--- config.mk ---
export PLATFORM = sky130hd
export DESIGN_NAME = pipe_hazard_ctrl_flat
export DESIGN_NICKNAME = d
export VERILOG_FILES = /design/src/rtl/pipe_hazard_ctrl_if.sv /design/src/rtl/pipe_hazard_ctrl.sv /design/src/flat_wrapper.sv
export SDC_FILE = /design/constraint.sdc
export NUM_CORES = 1
export LEC_CHECK = 0
export ABC_AREA = 1
export BUFFER_PORTS_ARGS = -buffer_cell sky130_fd_sc_hd__buf_4
export CELL_PAD_IN_SITES_DETAIL_PLACEMENT = 1
export CELL_PAD_IN_SITES_GLOBAL_PLACEMENT = 1
export CORE_ASPECT_RATIO = 1.4
export CORE_MARGIN = 10
export CORE_UTILIZATION = 30
export DETAILED_ROUTE_END_ITERATION = 8
export PLACE_DENSITY = 0.81
export SKIP_CTS_REPAIR_TIMING = 1
export SLEW_MARGIN = 20
export SYNTH_ARGS = -nofsm -noshare
export SYNTH_HDL_FRONTEND = slang
export SYNTH_SLANG_ARGS = --single-unit
--- constraint.sdc ---
create_clock -name i_clk -period 2 [get_ports i_clk]
set_input_delay 0.4 -clock i_clk [delete_from_list [all_inputs] [get_ports i_clk]]
set_output_delay 0.4 -clock i_clk [all_outputs]
set_load 0.01 [all_outputs]
--- src/rtl/pipe_hazard_ctrl_if.sv ---
// pipe_hazard_ctrl_if: pipeline stage status into the hazard unit, stall/flush/forward controls out
interface pipe_hazard_ctrl_if;
    logic [4:0]  i_D_rs, i_D_rt;
    logic        i_D_isbranch, i_D_takebr, i_D_jump;
    logic [4:0]  i_E_rs, i_E_rt, i_E_rdw;
    logic        i_E_regwrite, i_E_memread;
    logic [4:0]  i_M_rdw;
    logic        i_M_regwrite, i_M_memread, i_M_memwrite;
    logic        i_mem_ack;
    logic [4:0]  i_W_rdw;
    logic        i_W_regwrite;
    logic        o_stall_F, o_stall_D, o_stall_E, o_stall_M;
    logic        o_flush_D, o_flush_E;
    logic [1:0]  o_fwd_D_rs, o_fwd_D_rt, o_fwd_E_rs, o_fwd_E_rt;
    logic        o_mem_req;
    logic [1:0]  o_state;
    logic [15:0] o_stall_cnt;
    logic        o_timeout;
    modport slave (
        input  i_D_rs, i_D_rt, i_D_isbranch, i_D_takebr, i_D_jump,
               i_E_rs, i_E_rt, i_E_rdw, i_E_regwrite, i_E_memread,
               i_M_rdw, i_M_regwrite, i_M_memread, i_M_memwrite, i_mem_ack,
               i_W_rdw, i_W_regwrite,
        output o_stall_F, o_stall_D, o_stall_E, o_stall_M, o_flush_D, o_flush_E,
               o_fwd_D_rs, o_fwd_D_rt, o_fwd_E_rs, o_fwd_E_rt,
               o_mem_req, o_state, o_stall_cnt, o_timeout
    );
    modport master (
        output i_D_rs, i_D_rt, i_D_isbranch, i_D_takebr, i_D_jump,
               i_E_rs, i_E_rt, i_E_rdw, i_E_regwrite, i_E_memread,
               i_M_rdw, i_M_regwrite, i_M_memread, i_M_memwrite, i_mem_ack,
               i_W_rdw, i_W_regwrite,
        input  o_stall_F, o_stall_D, o_stall_E, o_stall_M, o_flush_D, o_flush_E,
               o_fwd_D_rs, o_fwd_D_rt, o_fwd_E_rs, o_fwd_E_rt,
               o_mem_req, o_state, o_stall_cnt, o_timeout
    );
endinterface

--- src/rtl/pipe_hazard_ctrl.sv ---
// pipe_hazard_ctrl: hazard detection, forwarding select and memory-wait control for a 5-stage pipeline
module pipe_hazard_ctrl (
    input  logic              i_clk,
    input  logic              i_nrst,
    pipe_hazard_ctrl_if.slave bus
);
    typedef enum logic [1:0] {RUN = 2'd0, LU = 2'd1, BR = 2'd2, MWAIT = 2'd3} state_t;
    state_t      state, state_nx;
    logic [15:0] stall_cnt;
    logic [7:0]  wcnt;
    logic        timeout, lu, br, hz, freeze, redirect, m_ok, w_ok;

    function automatic logic hit(input logic [4:0] r, input logic [4:0] d);
        return (r != 5'd0) && (r == d);
    endfunction

    function automatic logic [1:0] fwd(input logic [4:0] r, input logic [4:0] m_rdw, input logic m_en,
                                       input logic [4:0] w_rdw, input logic w_en);
        return (m_en && hit(r, m_rdw)) ? 2'b10 : (w_en && hit(r, w_rdw)) ? 2'b01 : 2'b00;
    endfunction

    // a load in M has no result yet, so it never forwards
    assign m_ok = bus.i_M_regwrite & ~bus.i_M_memread;
    assign w_ok = bus.i_W_regwrite;
    assign bus.o_fwd_E_rs = fwd(bus.i_E_rs, bus.i_M_rdw, m_ok, bus.i_W_rdw, w_ok);
    assign bus.o_fwd_E_rt = fwd(bus.i_E_rt, bus.i_M_rdw, m_ok, bus.i_W_rdw, w_ok);
    assign bus.o_fwd_D_rs = fwd(bus.i_D_rs, bus.i_M_rdw, m_ok, bus.i_W_rdw, w_ok);
    assign bus.o_fwd_D_rt = fwd(bus.i_D_rt, bus.i_M_rdw, m_ok, bus.i_W_rdw, w_ok);

    // a branch consuming a load is tracked as br so the two-cycle wait reads BR, BR
    assign lu = bus.i_E_memread & bus.i_E_regwrite & ~bus.i_D_isbranch &
                (hit(bus.i_D_rs, bus.i_E_rdw) | hit(bus.i_D_rt, bus.i_E_rdw));
    assign br = bus.i_D_isbranch &
                ((bus.i_E_regwrite & (hit(bus.i_D_rs, bus.i_E_rdw) | hit(bus.i_D_rt, bus.i_E_rdw))) |
                 (bus.i_M_memread & (hit(bus.i_D_rs, bus.i_M_rdw) | hit(bus.i_D_rt, bus.i_M_rdw))));
    assign hz       = lu | br;
    assign redirect = bus.i_D_jump | (bus.i_D_isbranch & bus.i_D_takebr);
    assign bus.o_mem_req = bus.i_M_memread | bus.i_M_memwrite;
    assign freeze   = bus.o_mem_req & ~bus.i_mem_ack;

    assign bus.o_stall_F   = freeze | hz;
    assign bus.o_stall_D   = freeze | hz;
    assign bus.o_stall_E   = freeze;
    assign bus.o_stall_M   = freeze;
    assign bus.o_flush_E   = ~freeze & hz;
    assign bus.o_flush_D   = ~freeze & ~hz & redirect;
    assign bus.o_state     = state;
    assign bus.o_stall_cnt = stall_cnt;
    assign bus.o_timeout   = timeout;

    always_comb begin
        state_nx = freeze ? MWAIT : lu ? LU : br ? BR : RUN;
    end

    always_ff @(posedge i_clk or negedge i_nrst) begin
        if (!i_nrst) state <= RUN;
        else         state <= state_nx;
    end

    always_ff @(posedge i_clk or negedge i_nrst) begin
        if (!i_nrst) begin
            stall_cnt <= 16'd0;
            wcnt      <= 8'd0;
            timeout   <= 1'b0;
        end else begin
            if (bus.o_stall_F && stall_cnt != 16'hffff) stall_cnt <= stall_cnt + 16'd1;
            wcnt <= !freeze ? 8'd0 : (wcnt == 8'hff) ? wcnt : wcnt + 8'd1;
            if (freeze && wcnt == 8'hff) timeout <= 1'b1;
        end
    end
endmodule
--- src/flat_wrapper.sv ---
// flat-port wrapper written by rule: the top's interface ports become plain ports
module pipe_hazard_ctrl_flat 
  (i_clk, i_nrst, bus_i_D_rs, bus_i_D_rt, bus_i_D_isbranch, bus_i_D_takebr, bus_i_D_jump, bus_i_E_rs, bus_i_E_rt, bus_i_E_rdw, bus_i_E_regwrite, bus_i_E_memread, bus_i_M_rdw, bus_i_M_regwrite, bus_i_M_memread, bus_i_M_memwrite, bus_i_mem_ack, bus_i_W_rdw, bus_i_W_regwrite, bus_o_stall_F, bus_o_stall_D, bus_o_stall_E, bus_o_stall_M, bus_o_flush_D, bus_o_flush_E, bus_o_fwd_D_rs, bus_o_fwd_D_rt, bus_o_fwd_E_rs, bus_o_fwd_E_rt, bus_o_mem_req, bus_o_state, bus_o_stall_cnt, bus_o_timeout);
  pipe_hazard_ctrl_if bus_i ();
  input  logic i_clk;
  input  logic i_nrst;
  input wire logic [$bits(bus_i.i_D_rs)-1:0] bus_i_D_rs;
  input wire logic [$bits(bus_i.i_D_rt)-1:0] bus_i_D_rt;
  input wire logic [$bits(bus_i.i_D_isbranch)-1:0] bus_i_D_isbranch;
  input wire logic [$bits(bus_i.i_D_takebr)-1:0] bus_i_D_takebr;
  input wire logic [$bits(bus_i.i_D_jump)-1:0] bus_i_D_jump;
  input wire logic [$bits(bus_i.i_E_rs)-1:0] bus_i_E_rs;
  input wire logic [$bits(bus_i.i_E_rt)-1:0] bus_i_E_rt;
  input wire logic [$bits(bus_i.i_E_rdw)-1:0] bus_i_E_rdw;
  input wire logic [$bits(bus_i.i_E_regwrite)-1:0] bus_i_E_regwrite;
  input wire logic [$bits(bus_i.i_E_memread)-1:0] bus_i_E_memread;
  input wire logic [$bits(bus_i.i_M_rdw)-1:0] bus_i_M_rdw;
  input wire logic [$bits(bus_i.i_M_regwrite)-1:0] bus_i_M_regwrite;
  input wire logic [$bits(bus_i.i_M_memread)-1:0] bus_i_M_memread;
  input wire logic [$bits(bus_i.i_M_memwrite)-1:0] bus_i_M_memwrite;
  input wire logic [$bits(bus_i.i_mem_ack)-1:0] bus_i_mem_ack;
  input wire logic [$bits(bus_i.i_W_rdw)-1:0] bus_i_W_rdw;
  input wire logic [$bits(bus_i.i_W_regwrite)-1:0] bus_i_W_regwrite;
  output wire logic [$bits(bus_i.o_stall_F)-1:0] bus_o_stall_F;
  output wire logic [$bits(bus_i.o_stall_D)-1:0] bus_o_stall_D;
  output wire logic [$bits(bus_i.o_stall_E)-1:0] bus_o_stall_E;
  output wire logic [$bits(bus_i.o_stall_M)-1:0] bus_o_stall_M;
  output wire logic [$bits(bus_i.o_flush_D)-1:0] bus_o_flush_D;
  output wire logic [$bits(bus_i.o_flush_E)-1:0] bus_o_flush_E;
  output wire logic [$bits(bus_i.o_fwd_D_rs)-1:0] bus_o_fwd_D_rs;
  output wire logic [$bits(bus_i.o_fwd_D_rt)-1:0] bus_o_fwd_D_rt;
  output wire logic [$bits(bus_i.o_fwd_E_rs)-1:0] bus_o_fwd_E_rs;
  output wire logic [$bits(bus_i.o_fwd_E_rt)-1:0] bus_o_fwd_E_rt;
  output wire logic [$bits(bus_i.o_mem_req)-1:0] bus_o_mem_req;
  output wire logic [$bits(bus_i.o_state)-1:0] bus_o_state;
  output wire logic [$bits(bus_i.o_stall_cnt)-1:0] bus_o_stall_cnt;
  output wire logic [$bits(bus_i.o_timeout)-1:0] bus_o_timeout;
  assign bus_i.i_D_rs = bus_i_D_rs;
  assign bus_i.i_D_rt = bus_i_D_rt;
  assign bus_i.i_D_isbranch = bus_i_D_isbranch;
  assign bus_i.i_D_takebr = bus_i_D_takebr;
  assign bus_i.i_D_jump = bus_i_D_jump;
  assign bus_i.i_E_rs = bus_i_E_rs;
  assign bus_i.i_E_rt = bus_i_E_rt;
  assign bus_i.i_E_rdw = bus_i_E_rdw;
  assign bus_i.i_E_regwrite = bus_i_E_regwrite;
  assign bus_i.i_E_memread = bus_i_E_memread;
  assign bus_i.i_M_rdw = bus_i_M_rdw;
  assign bus_i.i_M_regwrite = bus_i_M_regwrite;
  assign bus_i.i_M_memread = bus_i_M_memread;
  assign bus_i.i_M_memwrite = bus_i_M_memwrite;
  assign bus_i.i_mem_ack = bus_i_mem_ack;
  assign bus_i.i_W_rdw = bus_i_W_rdw;
  assign bus_i.i_W_regwrite = bus_i_W_regwrite;
  assign bus_o_stall_F = bus_i.o_stall_F;
  assign bus_o_stall_D = bus_i.o_stall_D;
  assign bus_o_stall_E = bus_i.o_stall_E;
  assign bus_o_stall_M = bus_i.o_stall_M;
  assign bus_o_flush_D = bus_i.o_flush_D;
  assign bus_o_flush_E = bus_i.o_flush_E;
  assign bus_o_fwd_D_rs = bus_i.o_fwd_D_rs;
  assign bus_o_fwd_D_rt = bus_i.o_fwd_D_rt;
  assign bus_o_fwd_E_rs = bus_i.o_fwd_E_rs;
  assign bus_o_fwd_E_rt = bus_i.o_fwd_E_rt;
  assign bus_o_mem_req = bus_i.o_mem_req;
  assign bus_o_state = bus_i.o_state;
  assign bus_o_stall_cnt = bus_i.o_stall_cnt;
  assign bus_o_timeout = bus_i.o_timeout;
  pipe_hazard_ctrl u_core (.i_clk(i_clk), .i_nrst(i_nrst), .bus(bus_i));
endmodule
# After elaboration in Yosys (flattened, before gate mapping)
# Cells that the tools add are included.
[totals]
register_bits = 27
inputBits = 47
[classes]
n_eq_ne = 13
mux = 13
n_bitwise = 24
add_sub_neg = 2
n_reduce_logical = 24
[op_table]
columns = ["op", "n"]
rows = [
  ["5-bit equality test", 10],
  ["1-bit logical AND", 20],
  ["5-bit nonzero test", 4],
  ["16-bit by 1-bit adder with 16-bit output, second input constant", 1],
  ["8-bit 2-to-1 mux", 2],
  ["16-bit != test, second input constant", 1],
  ["2-bit 2-to-1 mux", 7],
  ["1-bit AND", 12],
  ["8-bit by 1-bit adder with 8-bit output, second input constant", 1],
  ["8-bit equality test, second input constant", 1],
  ["1-bit OR", 7],
  ["1-bit NOT", 5],
  ["1-bit 2-to-1 mux", 4],
  ["2-bit != test, second input constant", 1],
]

# Depth between registers and ports, before layout
# Gate-level depths: netlist of run 1.
[depth]
depth_word = 10
ltp_mapped = 15
ltp_nobuf = 14

# Least setup slack after synthesis of run 1
# Ideal clock, no wire load.
[synth_path]
path_type = "input to output"
from = "input bus_i_M_rdw[4]"
to = "output bus_o_fwd_D_rs[0]"
required_ps = 1600
t_arrival_ps = 1516
slack_ps = 84
path_stages = 8
path_cell_list = "buf_4 clkinv_1 nand2_1 nand2_1 nor2_1 nand3_1 nor2_1 a2111oi_0"
[synth_via]
elab_chain_cells = 4
[synth_rtl]
columns = ["item", "line", "source"]
rows = [
  ["from (decl)", "flat_wrapper.sv:17", "input wire logic [$bits(bus_i.i_M_rdw)-1:0] bus_i_M_rdw;"],
  ["5-bit equality test", "pipe_hazard_ctrl.sv:14", "return (r != 5'd0) && (r == d);"],
  ["1-bit logical AND", "pipe_hazard_ctrl.sv:14", ""],
  ["1-bit logical AND", "pipe_hazard_ctrl.sv:19", "return (m_en && hit(r, m_rdw)) ? 2'b10 : (w_en && hit(r, w_rdw)) ? 2'b01 : 2'b00;"],
  ["2-bit 2-to-1 mux", "pipe_hazard_ctrl.sv:19", ""],
  ["to (decl)", "flat_wrapper.sv:30", "output wire logic [$bits(bus_i.o_fwd_D_rs)-1:0] bus_o_fwd_D_rs;"],
]
# No other way between the ends.

# Final worst setup path of run 1
[layout_path]
from = "input bus_i_D_rs[2]"
to = "output bus_o_stall_F"
[layout_via]
elab_chain_cells = 8
word_cells_on_any_way = 14
cone_classes = "eq/ne: 2; bitwise: 9; reduce/logical: 3"
[layout_rtl]
columns = ["item", "line", "source"]
rows = [
  ["from (decl)", "flat_wrapper.sv:7", "input wire logic [$bits(bus_i.i_D_rs)-1:0] bus_i_D_rs;"],
  ["5-bit equality test or 5-bit nonzero test (tied branches)", "pipe_hazard_ctrl.sv:14", ""],
  ["1-bit logical AND", "pipe_hazard_ctrl.sv:14", ""],
  ["1-bit OR, on equally long branches", "pipe_hazard_ctrl.sv:32, pipe_hazard_ctrl.sv:34, pipe_hazard_ctrl.sv:35", ""],
  ["1-bit AND, on equally long branches", "pipe_hazard_ctrl.sv:34, pipe_hazard_ctrl.sv:35", ""],
  ["1-bit OR", "pipe_hazard_ctrl.sv:34", "((bus.i_E_regwrite & (hit(bus.i_D_rs, bus.i_E_rdw) | hit(bus.i_D_rt, bus.i_E_rdw))) |"],
  ["1-bit AND", "pipe_hazard_ctrl.sv:33", "assign br = bus.i_D_isbranch &"],
  ["1-bit OR (*)", "pipe_hazard_ctrl.sv:36", "assign hz = lu | br;"],
  ["1-bit OR (*)", "pipe_hazard_ctrl.sv:41", "assign bus.o_stall_F = freeze | hz;"],
  ["to (decl)", "flat_wrapper.sv:24", "output wire logic [$bits(bus_i.o_stall_F)-1:0] bus_o_stall_F;"],
]
# Every way passes the cells marked *; elsewhere a longest branch is shown, timed or not.

==> results of run 1 <==
==> layout make-up <==
class	instances	area, um^2	share of cell area (%)
inverter	56	212.7	5.984
tap	100	125.1	3.520
sequential	27	675.6	19.01
timing repair buffer	117	943.4	26.54
clock inverter	1	7.507	0.2112
clock buffer	3	41.29	1.162
multi-input combinational	258	1549	43.58
==> cells in the mapped netlist, types with 3 or more instances <==
cell type / n / area [um^2]
a21oi_1: 9 / 45.04
buf_4: 3 / 22.52
dfrtp_1: 27 / 675.7
inv_1: 53 / 198.9
nand2_1: 79 / 296.5
nand2_2: 21 / 131.4
nand3_1: 35 / 175.2
nand4_1: 3 / 18.77
nor2_1: 26 / 97.59
nor3_1: 11 / 55.05
nor4_1: 6 / 37.54
o2111ai_1: 4 / 35.03
o21ai_0: 9 / 45.04
o22ai_1: 4 / 25.02
xnor2_1: 11 / 96.34
xor2_1: 23 / 201.4
==> worst min path at each step <==
stage                      start                         to  slack [ps]  depth (start not counted)
final                     i_nrst  u_core.bus.o_stall_cnt[4]          10                          1
after global routing      i_nrst  u_core.bus.o_stall_cnt[4]          30                          1
after CTS                 i_nrst  u_core.bus.o_stall_cnt[3]          20                          1
after detailed placement  i_nrst  u_core.bus.o_stall_cnt[4]         340                          1
after global placement    i_nrst  u_core.bus.o_stall_cnt[5]         340                          1
after floorplan           i_nrst  u_core.bus.o_stall_cnt[0]         100                          0
==> stage by stage <==
stage                     instances  worst slack, ps  util (%)  instance area (um^2)
after global placement          549           -122.2     42.06                  3259
after floorplan                 349            83.80         -                  2386
after global routing            562           -122.6     45.87                  3555
final                           562           -10.07     45.87                  3555
after CTS                       553           -173.2     42.69                  3308
after detailed placement        549           -169.5     42.06                  3259
==> placed cells by master, fill, tap and decap left out, types with 7 or more instances in the layout <==
cell type and instances:
buf_4 103, nand2_1 78, inv_1 50, nand3_1 31, dfrtp_1 27, xor2_1 23, nand2_2 22, nor2_1 17
buf_6 12, nor3_1 11, o21ai_0 9, a21oi_1 8, xnor2_1 7
==> power by group through the flow <==
stage	clock (mW)	combinational (mW)	sequential (mW)
floorplan	0	0.297	0.680
detailed placement	0	0.664	0.656
finish	0.338	0.712	0.644
CTS	0.351	0.666	0.645
global placement	0	0.646	0.654
global route	0.375	0.791	0.652
==> state kept, by name, indices dropped and copies added, names as in the netlist <==
register and count:
u_core.wcnt 8, u_core.bus.o_timeout 1, u_core.bus.o_stall_cnt 16, u_core.bus.o_state 2
==> logic make-up (layout without fill, tap and decap cells) <==
logic type,Yosys count,after routing,synth area share [%]
flip-flops,27,27,28.32
XOR/XNOR,34,34,12.48
AND/OR/NAND/NOR,187,187,36.81
adder cells (fa/ha/maj),2,2,1.049
AO/OA/AOI/OAI,35,35,9.386
buffers and inverters,64,177,11.96
==> metal layers <==
metal / global-route usage, % / share of wire, % / routed length, um
met3: 4.850 / 8.5 / 784
met1: 14.35 / 34 / 3168
met4: 6.440 / 4.2 / 388
met2: 27.69 / 53 / 4861
met5: 0 / 0 / 0
==> run summary, run 1 <==
Worst path most repeated cell -> nand2_1
pin count of the biggest net entering global routing -> 28
Sw Ratio -> 36.48%
worst setup path end -> bus_o_stall_F
CP Depth -> 13
Logic pwr share -> 42.0%
area grow syn2layout -> 48.98%
slowest stage delay, CP -> 150 ps
Int Power -> 1.076 mW
wire per inst -> 16.37 um
PD cells -> 476.6 mW/mm^2
final WL -> 9202 um
EDFF count, synth -> 0
internal reg-to-reg setup slack -> 130 ps
terminus of the critical flop-to-flop path -> u_core.bus.o_stall_cnt[13]
CP Data Required Time -> 1600 ps
H-Tree Depth -> 1
Synth cell types -> 32
syn nets -> 398
Port Buf Inserts -> 80
worst slew pin tran -> 479.2 ps
Avg Inst Size Synth -> 6.837 um^2
yosys warns -> 0
Max-slew headroom -> 67.76%
clock-pin slew on the worst setup and hold paths -> 100 ps
Final GP Congestion -> 0.8909
post-synthesis cell area -> 0.002386 mm^2
vias in the first global route -> 3109
Top delay family on crit path -> simple AND/OR/NAND/NOR gates
Sink Count -> 27
Fill cells -> 970
Flop pwr share -> 38.0%
Post-synth top flop -> dfrtp_1
grt total ovfl -> 0
CP Class -> input port to output port
DRT Pass-1 Iters -> 4
total CTS buffers -> 3
Core ar. -> 0.007750 mm^2
Critical Path Source -> bus_i_D_rs[2]
Async SR Flop Fraction -> 100.0%
worst path cell trace -> buf_6 > nor2_4 > nand3_2 > inv_1 > nor2_1 > nand2_1 > nand2_2 > nand2_1 > nand2_1 > nand2_2 > nand3_4 > buf_12 > buf_6
chip width -> 95.37 um
Clock Path Buffers -> 2
clk root buf -> clkbuf_8
crit end category -> output port
minimum clock period -> 2010 ps
Setup TNS -> -19.04 ps
Worst Hold Class -> input port to async pin
Critical Path Start Type -> input port
DR iter-0 viols -> 64
Max Cap Violations -> 0
die area -> 0.01197 mm^2
gr usage total -> 14.93%
Total Nets Final -> 512
Antenna Cells -> 0
Leakage Power -> 1.818 nW
final period utilization -> 100.5%
R2R cell count -> 10
CP Buf/Inv Count -> 4
share of cells above drive strength 1 -> 38.31%
Worst R2R Start -> u_core.bus.o_stall_cnt[0]
CP max-delay cell -> buf_12
#FFs+latches synth -> 27
Worst-Skew Late Latency -> 290 ps
final worst setup slack -> -10.07 ps
VDD IR max -> 0.2513 mV
final setup fails -> 2
sw power -> 0.6180 mW
RSZ-0062 raised after global routing -> yes
DR DRC count -> 0
Vert. Die Dim -> 125.5 um
DP Wirelength -> 7580 um
Clk pwr share -> 19.9%
first-pass GRT wire length -> 14660 um
Syn Inst Count -> 349
antenna violations before repair -> 0
register area share after synthesis -> 28.32%
final hold slack -> 12.82 ps
starting density of the core -> 30.79%
overall power -> 1.694 mW
Pins Over Slew Limit -> 0
Arr. time, crit path -> 1610 ps
CTS tree -> yes
violated checks -> setup timing
post-route ant nets -> 0
row count -> 38
status -> finished with violations
clock skew -> 3.276 ps
Via density -> 4.996
Final Hold Fails -> 0
via count -> 2808
CP max FO -> 7
I/O Pins -> 81
Fmax achieved -> 0.4975 GHz
Note: power is estimated with default switching activity, not from simulation.
==> inputs of run 2 (changes only) <==
BUFFER_PORTS_ARGS = default   (was -buffer_cell sky130_fd_sc_hd__buf_4)
DONT_BUFFER_PORTS = 1   (was default)
PLACE_DENSITY = 0.68   (was 0.81)
==> run 2 against run 1 <==
Net effect: critical path type unchanged; combinational power is 27% lower; utilization is 10 points lower; the run now ends clean; clock power is 1% lower; count of clock-buffer cells in the layout stayed put; first-iteration DRC count is 56% lower; sequential share of layout area is 5.4 points higher; die area stayed put; highest routed layer unchanged; sequential cell count stayed put.
==> run summary, run 2 (synthesized netlist as in run 1, its figures left out) <==
final period utilization -> 95.27% (was 100.5%)
clock skew -> 5.057 ps (was 3.276 ps)
final hold slack -> 239.9 ps (was 12.82 ps)
most common cell after layout, fill and taps aside -> nand2_1 (was buf_4)
wire per inst -> 17.48 um (was 16.37 um)
VDD IR max -> 0.2423 mV (was 0.2513 mV)
Worst-Skew Late Latency -> 290 ps (about the same)
Clk pwr share -> 22.6% (was 19.9%)
Setup TNS -> 0 ps (was -19.04 ps)
clock-pin slew on the worst setup and hold paths -> 90 ps (was 100 ps)
grt total ovfl -> 0 (unchanged)
Arr. time, crit path -> 1510 ps (was 1610 ps)
first-pass GRT wire length -> 13100 um (was 14660 um)
Critical Path Start Type -> input port (unchanged)
Leakage Power -> 1.357 nW (was 1.818 nW)
via count -> 2423 (was 2808)
minimum clock period -> 1905 ps (was 2010 ps)
Via density -> 5.101 (was 4.996)
crit end category -> output port (unchanged)
status -> finished clean (was finished with violations)
Int Power -> 0.9415 mW (was 1.076 mW)
CP max FO -> 23 (was 7)
Final Hold Fails -> 0 (unchanged)
CP Data Required Time -> 1600 ps (about the same)
pin count of the biggest net entering global routing -> 28 (unchanged)
Flop pwr share -> 42.2% (was 38.0%)
Total Nets Final -> 425 (was 512)
Fmax achieved -> 0.5248 GHz (was 0.4975 GHz)
antenna violations before repair -> 0 (unchanged)
Vert. Die Dim -> 125.5 um (unchanged)
starting density of the core -> 30.79% (unchanged)
chip width -> 95.37 um (unchanged)
I/O Pins -> 81 (unchanged)
Core ar. -> 0.007750 mm^2 (unchanged)
share of cells above drive strength 1 -> 18.40% (was 38.31%)
vias in the first global route -> 2625 (was 3109)
Final GP Congestion -> 0.8454 (was 0.8909)
Setup WS pre-CTS -> 44.90 ps (was -169.5 ps)
area grow syn2layout -> 15.94% (was 48.98%)
Antenna Cells -> 0 (unchanged)
row count -> 38 (unchanged)
most frequent cells in the layout -> nand2_1, inv_1, nand3_1 (was buf_4, nand2_1, inv_1)
Logic pwr share -> 35.1% (was 42.0%)
CTS tree -> yes (unchanged)
PD cells -> 534.0 mW/mm^2 (was 476.6 mW/mm^2)
CP Class -> input port to output port (unchanged)
DR iter-0 viols -> 28 (was 64)
Util after Layout -> 35.70% (was 45.87%)
Clock Path Buffers -> 2 (unchanged)
total CTS buffers -> 3 (unchanged)
Worst Hold Class -> input port to register (was input port to async pin)
overall power -> 1.477 mW (was 1.694 mW)
sw power -> 0.5357 mW (was 0.6180 mW)
Port Buf Inserts -> 0 (was 80)
DP Wirelength -> 6741 um (was 7580 um)
Max Cap Violations -> 0 (unchanged)
final setup fails -> 0 (was 2)
DRT Pass-1 Iters -> 4 (unchanged)
post-route ant nets -> 0 (unchanged)
DR DRC count -> 0 (unchanged)
Sw Ratio -> 36.26% (was 36.48%)
final WL -> 8305 um (was 9202 um)
Max-slew headroom -> 68.47% (was 67.76%)
clk root buf -> clkbuf_8 (unchanged)
final worst setup slack -> 94.60 ps (was -10.07 ps)
worst slew pin tran -> 469.3 ps (was 479.2 ps)
Sink Count -> 27 (unchanged)
gr usage total -> 13.54% (was 14.93%)
max reg flops -> 16 (unchanged)
Pins Over Slew Limit -> 0 (unchanged)
die area -> 0.01197 mm^2 (unchanged)
H-Tree Depth -> 1 (unchanged)
-- run 2: cell types whose count changed in the layout (fill, tap and decap cells not counted), sizes merged --
cell / delta
buf: -88
dlygate4sd3: +1
-- run 2: final cells by class --
class,count,area [um^2]
inverter,56,210.2
clock buffer,3,41.29
clock inverter,1,7.507
tap,100,125.1
fill,1017,4984
sequential,27,675.6
multi-input combinational,258,1454
timing repair buffer,30,252.7
-- run 2: critical path, cell delays in order --
cell and delay [ps]:
nor2_1 190, nand3_2 120, nand2_1 80, inv_1 40, nand3_1 80, nand2_1 90, nand2_1 60, nand2_1 70
nand2_2 100, nand3_4 90, buf_12 170
-- run 2: worst paths after layout --
check,from,to,slack [ps],depth (start not counted)
worst max-delay path,bus_i_D_rs[1],bus_o_stall_F,90,11
worst min-delay path,bus_i_D_isbranch,u_core.bus.o_state[0],240,1
worst max register to register,u_core.wcnt[0],u_core.wcnt[4],210,7
worst min register to register,u_core.wcnt[7],u_core.wcnt[7],490,1
max in group asynchronous,i_nrst,u_core.wcnt[7],1300,2
min in group asynchronous,i_nrst,u_core.bus.o_stall_cnt[5],530,2
-- run 2: metrics by stage --
step                      area (um^2)  instances
after floorplan                  2386        349
after global placement           2614        463
after detailed placement         2614        463
after CTS                        2663        467
after global routing             2766        475
final                            2766        475
-- run 2: metal layers --
metal,track usage (%),vias up,wire (um)
li1,-,1170,-
met1,11.97,1164,2692
met2,26.16,78,4654
met3,4.431,11,732
met4,6.092,0,225
met5,0,-,0
-- run 2: power by group through the flow --
| stage | Sequential, mW | Clock (mW) | Combinational (mW) |
|---|---|---|---|
| after floorplan | 0.680 | 0 | 0.297 |
| after global placement | 0.629 | 0 | 0.486 |
| after detailed placement | 0.633 | 0 | 0.497 |
| after CTS | 0.622 | 0.350 | 0.500 |
| after global routing | 0.629 | 0.375 | 0.587 |
| final | 0.624 | 0.334 | 0.519 |
==> inputs of run 3 (changes only) <==
CORE_ASPECT_RATIO = 0.7   (was 1.4)
CORE_MARGIN = default   (was 10)
CORE_UTILIZATION = 44   (was 30)
PLACE_DENSITY = 0.9   (was 0.68)
==> run 3 against run 2 <==
Net effect: sequential share of layout area rose by 1.4 points; count of clock-buffer cells in the layout did not move; combinational power fell by 10%; register-to-register slack got worse by 60 ps; final cell count fell by 8.4%; die area fell by 52%.
==> run summary, run 3 (synthesized netlist as in run 1, its figures left out) <==
status -> finished clean (unchanged)
DR WL met3 -> 571 um (was 732 um)
terminus of the critical flop-to-flop path -> u_core.bus.o_stall_cnt[15] (was u_core.wcnt[4])
Core ar. -> 0.005230 mm^2 (was 0.007750 mm^2)
grt total ovfl -> 0 (unchanged)
Clock Path Buffers -> 2 (unchanged)
CP max FO -> 4 (was 23)
starting density of the core -> 45.62% (was 30.79%)
Max-slew headroom -> 65.73% (was 68.47%)
CP max-delay cell -> nor4_1 (was nor2_1)
R2R cell count -> 11 (was 7)
wire per inst -> 17.54 um (was 17.48 um)
via count -> 2399 (was 2423)
WL met1 -> 3663 um (was 2692 um)
worst slew pin tran -> 509.3 ps (was 469.3 ps)
DR top layer -> met4 (unchanged)
internal reg-to-reg setup slack -> 150 ps (was 210 ps)
post-route ant nets -> 0 (unchanged)
die area -> 0.005726 mm^2 (was 0.01197 mm^2)
crit end category -> output port (unchanged)
minimum clock period -> 1937 ps (was 1905 ps)
share of cells above drive strength 1 -> 15.43% (was 18.40%)
I/O Pins -> 81 (unchanged)
vias in the first global route -> 2459 (was 2625)
CP Data Required Time -> 1600 ps (about the same)
CP Buf/Inv Count -> 2 (unchanged)
DR iter-0 viols -> 174 (was 28)
first-pass GRT wire length -> 12240 um (was 13100 um)
DRT Pass-1 Iters -> 4 (unchanged)
WL met2 -> 3332 um (was 4654 um)
Critical Path Start Type -> input port (unchanged)
Final GP Congestion -> 0.9150 (was 0.8454)
Worst Hold End -> u_core.bus.o_state[0] (unchanged)
clock skew -> 4.048 ps (was 5.057 ps)
antenna violations before repair -> 0 (unchanged)
VDD IR max -> 0.3761 mV (was 0.2423 mV)
final worst setup slack -> 63.44 ps (was 94.60 ps)
DP Wirelength -> 6146 um (was 6741 um)
row count -> 22 (was 38)
Pins Over Slew Limit -> 0 (unchanged)
PD cells -> 551.7 mW/mm^2 (was 534.0 mW/mm^2)
worst path cell trace -> inv_1 > nand2_1 > nor2_1 > nand3_1 > nor4_1 > nor4_1 > buf_4 (was nor2_1 > nand3_2 > nand2_1 > inv_1 > nand3_1 > nand2_1 > nand2_1 > nand2_1 > nand2_2 > nand3_4 > buf_12)
chip width -> 90.02 um (was 95.37 um)
most common cell after layout, fill and taps aside -> nand2_1 (unchanged)
final setup fails -> 0 (unchanged)
final WL -> 7630 um (was 8305 um)
Setup TNS -> 0 ps (unchanged)
Port Buf Inserts -> 0 (unchanged)
Setup WS pre-CTS -> 55.91 ps (was 44.90 ps)
clk root buf -> clkbuf_8 (unchanged)
Total Nets Final -> 413 (was 425)
gr usage total -> 26.89% (was 13.54%)
CP Class -> input port to output port (unchanged)
Arr. time, crit path -> 1540 ps (was 1510 ps)
area grow syn2layout -> 9.858% (was 15.94%)
slowest stage delay, CP -> 380 ps (was 190 ps)
Fill cells -> 732 (was 1017)
Worst path most repeated cell -> nor4_1 (was nand2_1)
final hold slack -> 280.8 ps (was 239.9 ps)
Fmax achieved -> 0.5164 GHz (was 0.5248 GHz)
pin count of the biggest net entering global routing -> 28 (unchanged)
Vert. Die Dim -> 63.61 um (was 125.5 um)
final period utilization -> 96.83% (was 95.27%)
Final Hold Fails -> 0 (unchanged)
Sink Count -> 27 (unchanged)
Top delay family on crit path -> simple AND/OR/NAND/NOR gates (unchanged)
Via density -> 5.515 (was 5.101)
max reg flops -> 16 (unchanged)
CTS tree -> yes (unchanged)
Antenna Cells -> 0 (unchanged)
H-Tree Depth -> 1 (unchanged)
most frequent cells in the layout -> nand2_1, inv_1, nand3_1 (unchanged)
Worst Hold Depth -> 1 (unchanged)
DR DRC count -> 0 (unchanged)
beginning of the worst hold path -> bus_i_D_isbranch (unchanged)
Cells after DPL -> 428 (was 463)
clock-pin slew on the worst setup and hold paths -> 100 ps (was 90 ps)
overall power -> 1.446 mW (was 1.477 mW)
Leakage Power -> 1.297 nW (was 1.357 nW)
fin cells -> 435 (was 475)
Max Cap Violations -> 0 (unchanged)
Worst Hold Class -> input port to register (unchanged)
Worst R2R Start -> u_core.bus.o_stall_cnt[0] (was u_core.wcnt[0])
total CTS buffers -> 3 (unchanged)
Worst-Skew Late Latency -> 280 ps (was 290 ps)
==> run 3: changes by cell type in the layout (fill, tap and decap cells not counted), sizes merged <==
cell	before	now
buf	29	17
==> run 3: where the power goes <==
part           leakage [nW]  total, mW  internal, mW  switching, mW
registers             0.361      0.648         0.592         0.0564
logic                 0.915      0.466         0.186          0.280
clock network        0.0217      0.331         0.142          0.190
total                  1.30       1.45         0.920          0.526
==> run 3: cell type report <==
| class | count | area, um^2 | area share, % |
|---|---|---|---|
| Tap cell | 72 | 90.09 | 3.437 |
| Clock buffer | 3 | 41.29 | 1.575 |
| Multi-Input combinational cell | 258 | 1446 | 55.18 |
| Clock inverter | 1 | 7.507 | 0.2864 |
| Timing Repair Buffer | 18 | 150.1 | 5.728 |
| Inverter | 56 | 210.2 | 8.019 |
| Sequential cell | 27 | 675.6 | 25.78 |
==> run 3: routing by layer <==
| metal | GRT usage (%) | vias to the layer above |
|---|---|---|
| li1 | - | 1149 |
| met1 | 38.68 | 1167 |
| met2 | 41.89 | 77 |
| met3 | 6.280 | 6 |
| met4 | 3.427 | 0 |
| met5 | 0 | - |
==> run 3: worst max path at each step <==
stage / startpoint / end / slack, ps / cells past startpoint
2_1_floorplan: bus_i_M_rdw[4] / bus_o_fwd_D_rs[0] / 80 / 8
3_3_place_gp: bus_i_D_rs[1] / bus_o_fwd_D_rs[0] / 100 / 8
3_5_place_dp: bus_i_D_rs[1] / u_core.bus.o_stall_cnt[14] / 60 / 15
4_1_cts: bus_i_D_rs[1] / bus_o_fwd_D_rs[0] / 40 / 8
5_1_grt: u_core.bus.o_stall_cnt[12] / u_core.bus.o_stall_cnt[13] / -20 / 7
6_report: bus_i_M_memread / bus_o_fwd_E_rs[0] / 60 / 7
==> run 3: metrics by stage <==
step | cell area [um^2] | utilization [%]
2_1_floorplan | 2386 | -
3_3_place_gp | 2514 | 48.06
3_5_place_dp | 2514 | 48.06
4_1_cts | 2562 | 49.00
5_1_grt | 2621 | 50.12
6_report | 2621 | 50.12
